===== config.mk =====
export PLATFORM = sky130hd
export DESIGN_NAME = pipe_regs
export DESIGN_NICKNAME = d
export VERILOG_FILES = /design/src/rtl/pipe_regs_pkg.sv /design/src/rtl/pipe_regs_stage_reg.sv /design/src/rtl/pipe_regs.sv
export SDC_FILE = /design/constraint.sdc
export NUM_CORES = 1
export LEC_CHECK = 0
export ABC_AREA = 1
export BUFFER_PORTS_ARGS = -buffer_cell sky130_fd_sc_hd__buf_2
export CORE_AREA = 2 2 350 352
export CTS_CLUSTER_DIAMETER = 30
export DETAILED_ROUTE_END_ITERATION = 16
export DIE_AREA = 0 0 352 354
export GPL_TIMING_DRIVEN = 0
export PLACE_DENSITY_LB_ADDON = 0.15
export SYNTH_ARGS = -nofsm -noshare
export SYNTH_HDL_FRONTEND = slang
export SYNTH_HIERARCHICAL = 1
export SYNTH_SLANG_ARGS = --single-unit

===== constraint.sdc =====
create_clock -name clk -period 1.6 [get_ports clk]
set_input_delay 0.16 -clock clk [delete_from_list [all_inputs] [get_ports clk]]
set_output_delay 0.16 -clock clk [all_outputs]
set_load 0.03 [all_outputs]

===== src/rtl/pipe_regs_pkg.sv =====
// Shared constants for the pipeline register chain: forward-select codes and the nop encoding.
package pipe_regs_pkg;

    localparam logic [1:0] FW_GRF = 2'd0;
    localparam logic [1:0] FW_W   = 2'd1;
    localparam logic [1:0] FW_M   = 2'd2;
    localparam logic [1:0] FW_E   = 2'd3;

    localparam logic [31:0] NOP_IR = 32'h0000_0000;

endpackage


===== src/rtl/pipe_regs_stage_reg.sv =====
// One pipeline field: synchronous active-low reset, then clear, then enable.
module stage_reg #(
    parameter int unsigned WIDTH = 32
) (
    input  logic             clk,
    input  logic             reset,
    input  logic             en,
    input  logic             clr,
    input  logic [WIDTH-1:0] d,
    output logic [WIDTH-1:0] q
);

    always_ff @(posedge clk) begin
        if (!reset) begin
            q <= '0;
        end else if (clr) begin
            q <= '0;
        end else if (en) begin
            q <= d;
        end
    end

endmodule


===== src/rtl/pipe_regs.sv =====
// F/D, D/E, E/M, M/W pipeline registers with stall/bubble handling, operand forwarding muxes
// and a saturating stall-cycle counter.
module pipe_regs
    import pipe_regs_pkg::*;
#(
    parameter int unsigned WIDTH = 32,
    parameter int unsigned CNT_W = 16
) (
    input  logic             clk,
    input  logic             reset,
    input  logic             Stall,
    input  logic [1:0]       FW_D_rs,
    input  logic [1:0]       FW_D_rt,
    input  logic [1:0]       FW_E_rs,
    input  logic [1:0]       FW_E_rt,
    input  logic             FW_M_rt,
    input  logic [WIDTH-1:0] F_IR,
    input  logic [WIDTH-1:0] F_PC,
    input  logic [WIDTH-1:0] D_RD1,
    input  logic [WIDTH-1:0] D_RD2,
    input  logic [WIDTH-1:0] D_EXT,
    input  logic [WIDTH-1:0] E_fwd,
    input  logic [WIDTH-1:0] M_fwd,
    input  logic [WIDTH-1:0] W_fwd,
    input  logic [WIDTH-1:0] E_ALU,
    input  logic [WIDTH-1:0] M_DM,
    output logic             PC_en,
    output logic [WIDTH-1:0] D_IR,
    output logic [WIDTH-1:0] D_PC,
    output logic [WIDTH-1:0] D_rs_val,
    output logic [WIDTH-1:0] D_rt_val,
    output logic [WIDTH-1:0] E_IR,
    output logic [WIDTH-1:0] E_PC,
    output logic [WIDTH-1:0] E_EXT,
    output logic [WIDTH-1:0] E_rs_val,
    output logic [WIDTH-1:0] E_rt_val,
    output logic [WIDTH-1:0] M_IR,
    output logic [WIDTH-1:0] M_PC,
    output logic [WIDTH-1:0] M_ALU,
    output logic [WIDTH-1:0] M_rt_val,
    output logic [WIDTH-1:0] W_IR,
    output logic [WIDTH-1:0] W_PC,
    output logic [WIDTH-1:0] W_ALU,
    output logic [WIDTH-1:0] W_DM,
    output logic [CNT_W-1:0] stall_cnt
);

    localparam logic [CNT_W-1:0] CNT_MAX = '1;

    logic             fd_en;
    logic [WIDTH-1:0] e_rs_lat;
    logic [WIDTH-1:0] e_rt_lat;
    logic [WIDTH-1:0] m_rt_lat;
    logic [CNT_W-1:0] stall_cnt_q;

    assign fd_en = ~Stall;
    assign PC_en = ~Stall;

    // F/D: frozen while stalled so the held instruction re-evaluates its operands
    stage_reg #(.WIDTH(WIDTH)) u_fd_ir (
        .clk(clk), .reset(reset), .en(fd_en), .clr(1'b0), .d(F_IR), .q(D_IR)
    );
    stage_reg #(.WIDTH(WIDTH)) u_fd_pc (
        .clk(clk), .reset(reset), .en(fd_en), .clr(1'b0), .d(F_PC), .q(D_PC)
    );

    always_comb begin
        unique case (FW_D_rs)
            FW_GRF:  D_rs_val = D_RD1;
            FW_W:    D_rs_val = W_fwd;
            FW_M:    D_rs_val = M_fwd;
            default: D_rs_val = E_fwd;
        endcase
    end

    always_comb begin
        unique case (FW_D_rt)
            FW_GRF:  D_rt_val = D_RD2;
            FW_W:    D_rt_val = W_fwd;
            FW_M:    D_rt_val = M_fwd;
            default: D_rt_val = E_fwd;
        endcase
    end

    // D/E: stall turns these fields into a nop bubble
    stage_reg #(.WIDTH(WIDTH)) u_de_ir (
        .clk(clk), .reset(reset), .en(1'b1), .clr(Stall), .d(D_IR), .q(E_IR)
    );
    stage_reg #(.WIDTH(WIDTH)) u_de_ext (
        .clk(clk), .reset(reset), .en(1'b1), .clr(Stall), .d(D_EXT), .q(E_EXT)
    );
    stage_reg #(.WIDTH(WIDTH)) u_de_rs (
        .clk(clk), .reset(reset), .en(1'b1), .clr(Stall), .d(D_rs_val), .q(e_rs_lat)
    );
    stage_reg #(.WIDTH(WIDTH)) u_de_rt (
        .clk(clk), .reset(reset), .en(1'b1), .clr(Stall), .d(D_rt_val), .q(e_rt_lat)
    );
    // PC is not cleared so the bubble still shows where it came from
    stage_reg #(.WIDTH(WIDTH)) u_de_pc (
        .clk(clk), .reset(reset), .en(1'b1), .clr(1'b0), .d(D_PC), .q(E_PC)
    );

    always_comb begin
        unique case (FW_E_rs)
            FW_M:    E_rs_val = M_fwd;
            FW_W:    E_rs_val = W_fwd;
            default: E_rs_val = e_rs_lat;
        endcase
    end

    always_comb begin
        unique case (FW_E_rt)
            FW_M:    E_rt_val = M_fwd;
            FW_W:    E_rt_val = W_fwd;
            default: E_rt_val = e_rt_lat;
        endcase
    end

    // E/M and M/W always advance
    stage_reg #(.WIDTH(WIDTH)) u_em_ir (
        .clk(clk), .reset(reset), .en(1'b1), .clr(1'b0), .d(E_IR), .q(M_IR)
    );
    stage_reg #(.WIDTH(WIDTH)) u_em_pc (
        .clk(clk), .reset(reset), .en(1'b1), .clr(1'b0), .d(E_PC), .q(M_PC)
    );
    stage_reg #(.WIDTH(WIDTH)) u_em_alu (
        .clk(clk), .reset(reset), .en(1'b1), .clr(1'b0), .d(E_ALU), .q(M_ALU)
    );
    stage_reg #(.WIDTH(WIDTH)) u_em_rt (
        .clk(clk), .reset(reset), .en(1'b1), .clr(1'b0), .d(E_rt_val), .q(m_rt_lat)
    );

    assign M_rt_val = FW_M_rt ? W_fwd : m_rt_lat;

    stage_reg #(.WIDTH(WIDTH)) u_mw_ir (
        .clk(clk), .reset(reset), .en(1'b1), .clr(1'b0), .d(M_IR), .q(W_IR)
    );
    stage_reg #(.WIDTH(WIDTH)) u_mw_pc (
        .clk(clk), .reset(reset), .en(1'b1), .clr(1'b0), .d(M_PC), .q(W_PC)
    );
    stage_reg #(.WIDTH(WIDTH)) u_mw_alu (
        .clk(clk), .reset(reset), .en(1'b1), .clr(1'b0), .d(M_ALU), .q(W_ALU)
    );
    stage_reg #(.WIDTH(WIDTH)) u_mw_dm (
        .clk(clk), .reset(reset), .en(1'b1), .clr(1'b0), .d(M_DM), .q(W_DM)
    );

    always_ff @(posedge clk) begin
        if (!reset) begin
            stall_cnt_q <= '0;
        end else if (Stall && (stall_cnt_q != CNT_MAX)) begin
            stall_cnt_q <= stall_cnt_q + 1'b1;
        end
    end

    assign stall_cnt = stall_cnt_q;

endmodule


# Word level (Yosys, flattened, before mapping)
# Cells that the tools add are included.
# word_totals
elab_cells	37
reg_bits	496
mem_bits_rw	0
inputBits	332
latchBits	0
mem_bits_ro	0
n_memories	0
output_inout_bits	561
# classes
n_addsub	1
div	0
n_shift	0
mux	5
n_bitwise	2
order_cmp	0
n_reduce_logical	4
multipliers	0
n_eq_ne	9
# ops
op	n
one-hot mux 32 bit (3 select lines)	2
one-hot mux 32 bit (2 select lines)	2
2-to-1 mux 32 bit	1
adder 16 x 1 -> 16 bit, second input constant	1
inequality test 16 bit, second input constant	1
== test 2 x 1 -> 1 bit, second input constant	4
== test 2 bit, second input constant	4
zero test 2 bit	2
inverter 1 bit	2
OR reduction 2 bit	1
logical AND 1 bit	1

# Logic depth before layout (Yosys ltp)
# logic_depth
word_depth	2
mapped_depth	10
mapped_depth_nobuf	10

# By module
# Netlist, hierarchy kept.
# modules_own_cells
module	instances	area_each_um2	seq_area_each_um2	cells_per_inst
stage_reg	15	1236.2	640.6	141
pipe_regs	1	4264.1	320.3	872

# Worst setup path after synthesis
# Ideal clock, no wire load.
# synth_timing
path_type	input to register
start	input port FW_E_rt[0]
end	register u_em_rt.q[18]
t_required_ps	1534
n_path_buf	2
setup_ps	66
slack_ps	-316
t_arrival_ps	1850
cell_stages	9
cell_sequence	inv_1 -> ha_1 -> clkbuf_1 -> inv_1 -> clkbuf_1 -> nor2_1 -> a21oi_1 -> nand2_1 -> a21oi_2
# synth_between
elab_chain_cells	2
elab_cells_between_ends	3
cone_classes	2 x eq/ne; 1 x mux
# synth_rtl
element	line_no	rtl
start: declaration	pipe_regs.sv:15	input logic [1:0] FW_E_rt,
== test 2 x 1 -> 1 bit or == test 2 bit (tied branches)	pipe_regs.sv:112	unique case (FW_E_rt)
one-hot mux 32 bit (2 select lines) *	pipe_regs.sv:112	
net E_rt_val[18]	pipe_regs.sv:36	output logic [WIDTH-1:0] E_rt_val,
end signal: assignment	pipe_regs_stage_reg.sv:15	q <= '0;
end signal: assignment	pipe_regs_stage_reg.sv:17	q <= '0;
end signal: assignment	pipe_regs_stage_reg.sv:19	q <= d;
end: declaration	pipe_regs_stage_reg.sv:10	output logic [WIDTH-1:0] q
# The timed path passes the listed nets; every way through them passes the cells marked *.
# A chain may end at the register's enable or synchronous reset.

# Worst setup path in the final report
# layout_timing
start	input port FW_E_rs[1]
end	output port E_rs_val[29]
# layout_between
elab_chain_cells	2
elab_cells_between_ends	3
cone_classes	2 x eq/ne; 1 x mux
# layout_rtl
element	line_no	rtl
start: declaration	pipe_regs.sv:14	input logic [1:0] FW_E_rs,
== test 2 x 1 -> 1 bit or == test 2 bit (tied branches)	pipe_regs.sv:104	unique case (FW_E_rs)
one-hot mux 32 bit (2 select lines) *	pipe_regs.sv:104	
end: declaration	pipe_regs.sv:35	output logic [WIDTH-1:0] E_rs_val,
# Mark *: on every way between the ends. The rest lies on a longest branch, timed or not.

==> results.ini <==
[status]
status = finished with violations
violations = setup timing

[final_layout]
final_cells = 6260
syn_to_final_growth_pct = 84.99
final_nets = 4840
drive_gt1_share_pct = 47.68

[critical_path]
rrSetupSlack_ps = 120
cpPeakStageDelay_ps = 360
timing.rr.start = u_de_rt/q[4]$_SDFFE_PP0P_
critPathSlowestCell = buf_2
endpoint_kind = output pin
critPathKind = in -> out
crit_required_ps = 1440
critPathLaunch = FW_E_rs[1]
cp.arrival_ps = 1570
startpoint_type = input pin
cp_max_fo = 10
cpMostUsedCell = buf_2
worstPathCellList = buf_2 -> inv_1 -> ha_1 -> buf_2 -> a21oi_1 -> a21oi_4 -> buf_6

[power]
power_mw = 52.82
p_per_area_nw_per_um2 = 1252
power_leakage_nw = 17.93
peakVddDrop_mv = 1.036

[cts]
cts.sinks = 496
cts_tree = yes
cts_made_buffers = 164
cts_max_path_buffers = 3
clkTransAtPathRegs_ps = 30
root_buffer = clkbuf_16
cts_htree_levels = 4
worstSkewPairLatency_ps = 770

[synthesis]
synth_edf_count = 0
synth_cells = 2987
synthTopCellsByArea = dfxtp_1, nand2_1, a21oi_1
syn_avg_cell_area_sq_um = 7.635
yosysTopAreaCell = dfxtp_1
async_reset_ff_share_pct = 0
synth_ff_type = dfxtp_1
netlist_top_cells_count = nand2_1, a21oi_1, dfxtp_1
synth_cell_type_count = 30
netlist_area_sq_um = 22810
ys_ff_latch = 496
yosysMostFrequentCell = nand2_1
synth_seq_area_share_pct = 43.54
synth_top_area_share_pct = 43.54
yosys_warnings = 6

[route]
drt-initial-drc-count = 1429
via_per_inst = 4.243
first_pass_iters = 6
drc = 0
wl_per_cell_microns = 20.22
finalWirelength_microns = 126600
antenna_left = 0
via_count = 26560

[hold_path]
hp-start = Stall
hold_class = in -> reg

[global_routing]
grt_pass1_wl_microns = 180100
antenna_found_initial = 23
grt_use_total_pct = 19.45
grt_overflow = 0
grt_pass1_vias = 26910
grt_max_degree = 19

[place]
gp_congestion = 0.8529
dp.cells = 5525
io_buffers = 891
dp_hpwl_microns = 94380

[sta]
slew_viol_final = 0
max_freq_ghz = 0.5790
fin_crit_ps = 1727
rsz0062_at_grt = yes
worst_slew_pin_slew_ps = 1100
slew_headroom_pct = 26.66
timing.final.crit_share_pct = 107.9
fin_ws_ps = -127.1
clock_skew_ps = 48.98
final-setup-viol-count = 71
hold_violations = 0

[floorplanning]
die_y_microns = 354
start_util_pct = 18.86
core_sq_um = 120900
die_x_microns = 352
io_pins = 893
dieArea_sq_um = 124600
core.rowCount = 128

[run]
drv_cap = 0

==> per-stage QoR <==
| step | area [sq um] | hold WS, ps | utilization [%] | worst slack, ps | setup TNS (ps) |
|---|---|---|---|---|---|
| after floorplan | 23350 | 280.5 | - | 21.64 | 0 |
| after CTS | 41460 | 0.9995 | 34.29 | -227.6 | -10320 |
| after detailed placement | 29840 | 413.6 | 24.68 | -1209 | -134300 |
| after global placement | 29840 | 413.4 | 24.68 | -1244 | -135680 |
| after global routing | 42180 | 53.79 | 34.88 | -216.3 | -8251 |
| final | 42190 | 68.33 | 34.89 | -127.1 | -2701 |
==> worst paths after layout <==
| check | endpoint | cells after the start |
|---|---|---|
| worst max-delay path | E_rs_val[29] | 7 |
| worst min-delay path | u_de_ir/q[29]$_SDFFE_PP0P_ | 4 |
| worst max register to register | u_em_rt/q[4]$_SDFFE_PP0P_ | 6 |
| worst min register to register | u_mw_pc/q[15]$_SDFFE_PP0P_ | 2 |
==> where the power goes <==
group	total (mW)	switching, mW	internal [mW]
Clock	31.6	9.53	22.1
Sequential	12.9	0.208	12.7
Combinational	8.30	4.88	3.42
==> registers in the layout, indices dropped and copies added (netlist names) <==
signal / flops
u_mw_pc/q: 32
u_fd_ir/q: 32
u_de_rs/q: 32
u_mw_dm/q: 32
u_mw_ir/q: 32
u_em_pc/q: 32
u_de_ir/q: 32
u_mw_alu/q: 32
u_em_rt/q: 32
u_em_ir/q: 32
stall_cnt: 16
u_fd_pc/q: 32
u_de_pc/q: 32
u_em_alu/q: 32
u_de_ext/q: 32
u_de_rt/q: 32
==> layout make-up <==
type	count	area, sq um
plain buffers	203	2146
clock buffers	242	4827
flip-flops and latches	496	10130
diodes	8	20.02
repair buffers	1330	9995
clock inverters	48	750.7
inverters	120	576.8
multi-input cells	2188	11720
fillers	12810	78730
well taps	1625	2033
==> critical path: cells and delay by family <==
family / cells / cell delay (ps)
compound gates: 2 / 430
fa+ha+maj: 1 / 290
buf+inv: 4 / 690
==> layer usage <==
layer / up-vias / share of wire, % / track usage, %
li1: 12770 / - / -
met1: 12470 / 42 / 23.43
met2: 1076 / 47 / 31.98
met3: 247 / 7.3 / 5.572
met4: 6 / 3.9 / 8.858
met5: - / 0.029 / 0
==> cells in the final DEF (no fill, tap or decap), drive strengths merged, types with 8 or more instances in the layout <==
| cell | synthesis | final |
|---|---|---|
| o2111ai | 18 | 18 |
| inv | 120 | 123 |
| o22ai | 24 | 24 |
| nand3 | 10 | 10 |
| a21oi | 684 | 684 |
| conb | 2 | 24 |
| dlygate4sd3 | 0 | 311 |
| diode | 0 | 8 |
| bufinv | 0 | 9 |
| clkinv | 0 | 35 |
| buf | 167 | 1180 |
| clkbuf | 38 | 279 |
| o21ai | 47 | 47 |
| nor2 | 148 | 148 |
| dfxtp | 496 | 496 |
| nand2 | 1215 | 1215 |
==> repair_timing <==
action	CTS	global route
resized for setup	850	159
pin swaps	34	21
cloned	2	0
hold buffers	316	0
setup endpoints to repair	336	158
hold endpoints to repair	259	0
buffers inserted	81	45
==> logic make-up (layout without fill, tap and decap cells) <==
logic type	Yosys count	count (layout)	share of synthesized area [%]
other cells	2	32	0.03293
simple gates	1378	1378	24.96
compound gates	773	773	20.11
fa+ha+maj	5	5	0.2743
flops	496	496	43.54
buf+inv	325	1943	10.71
xor+xnor	1	1	0.03841
mux	7	7	0.3456
Power figures use the tool's default switching activity.
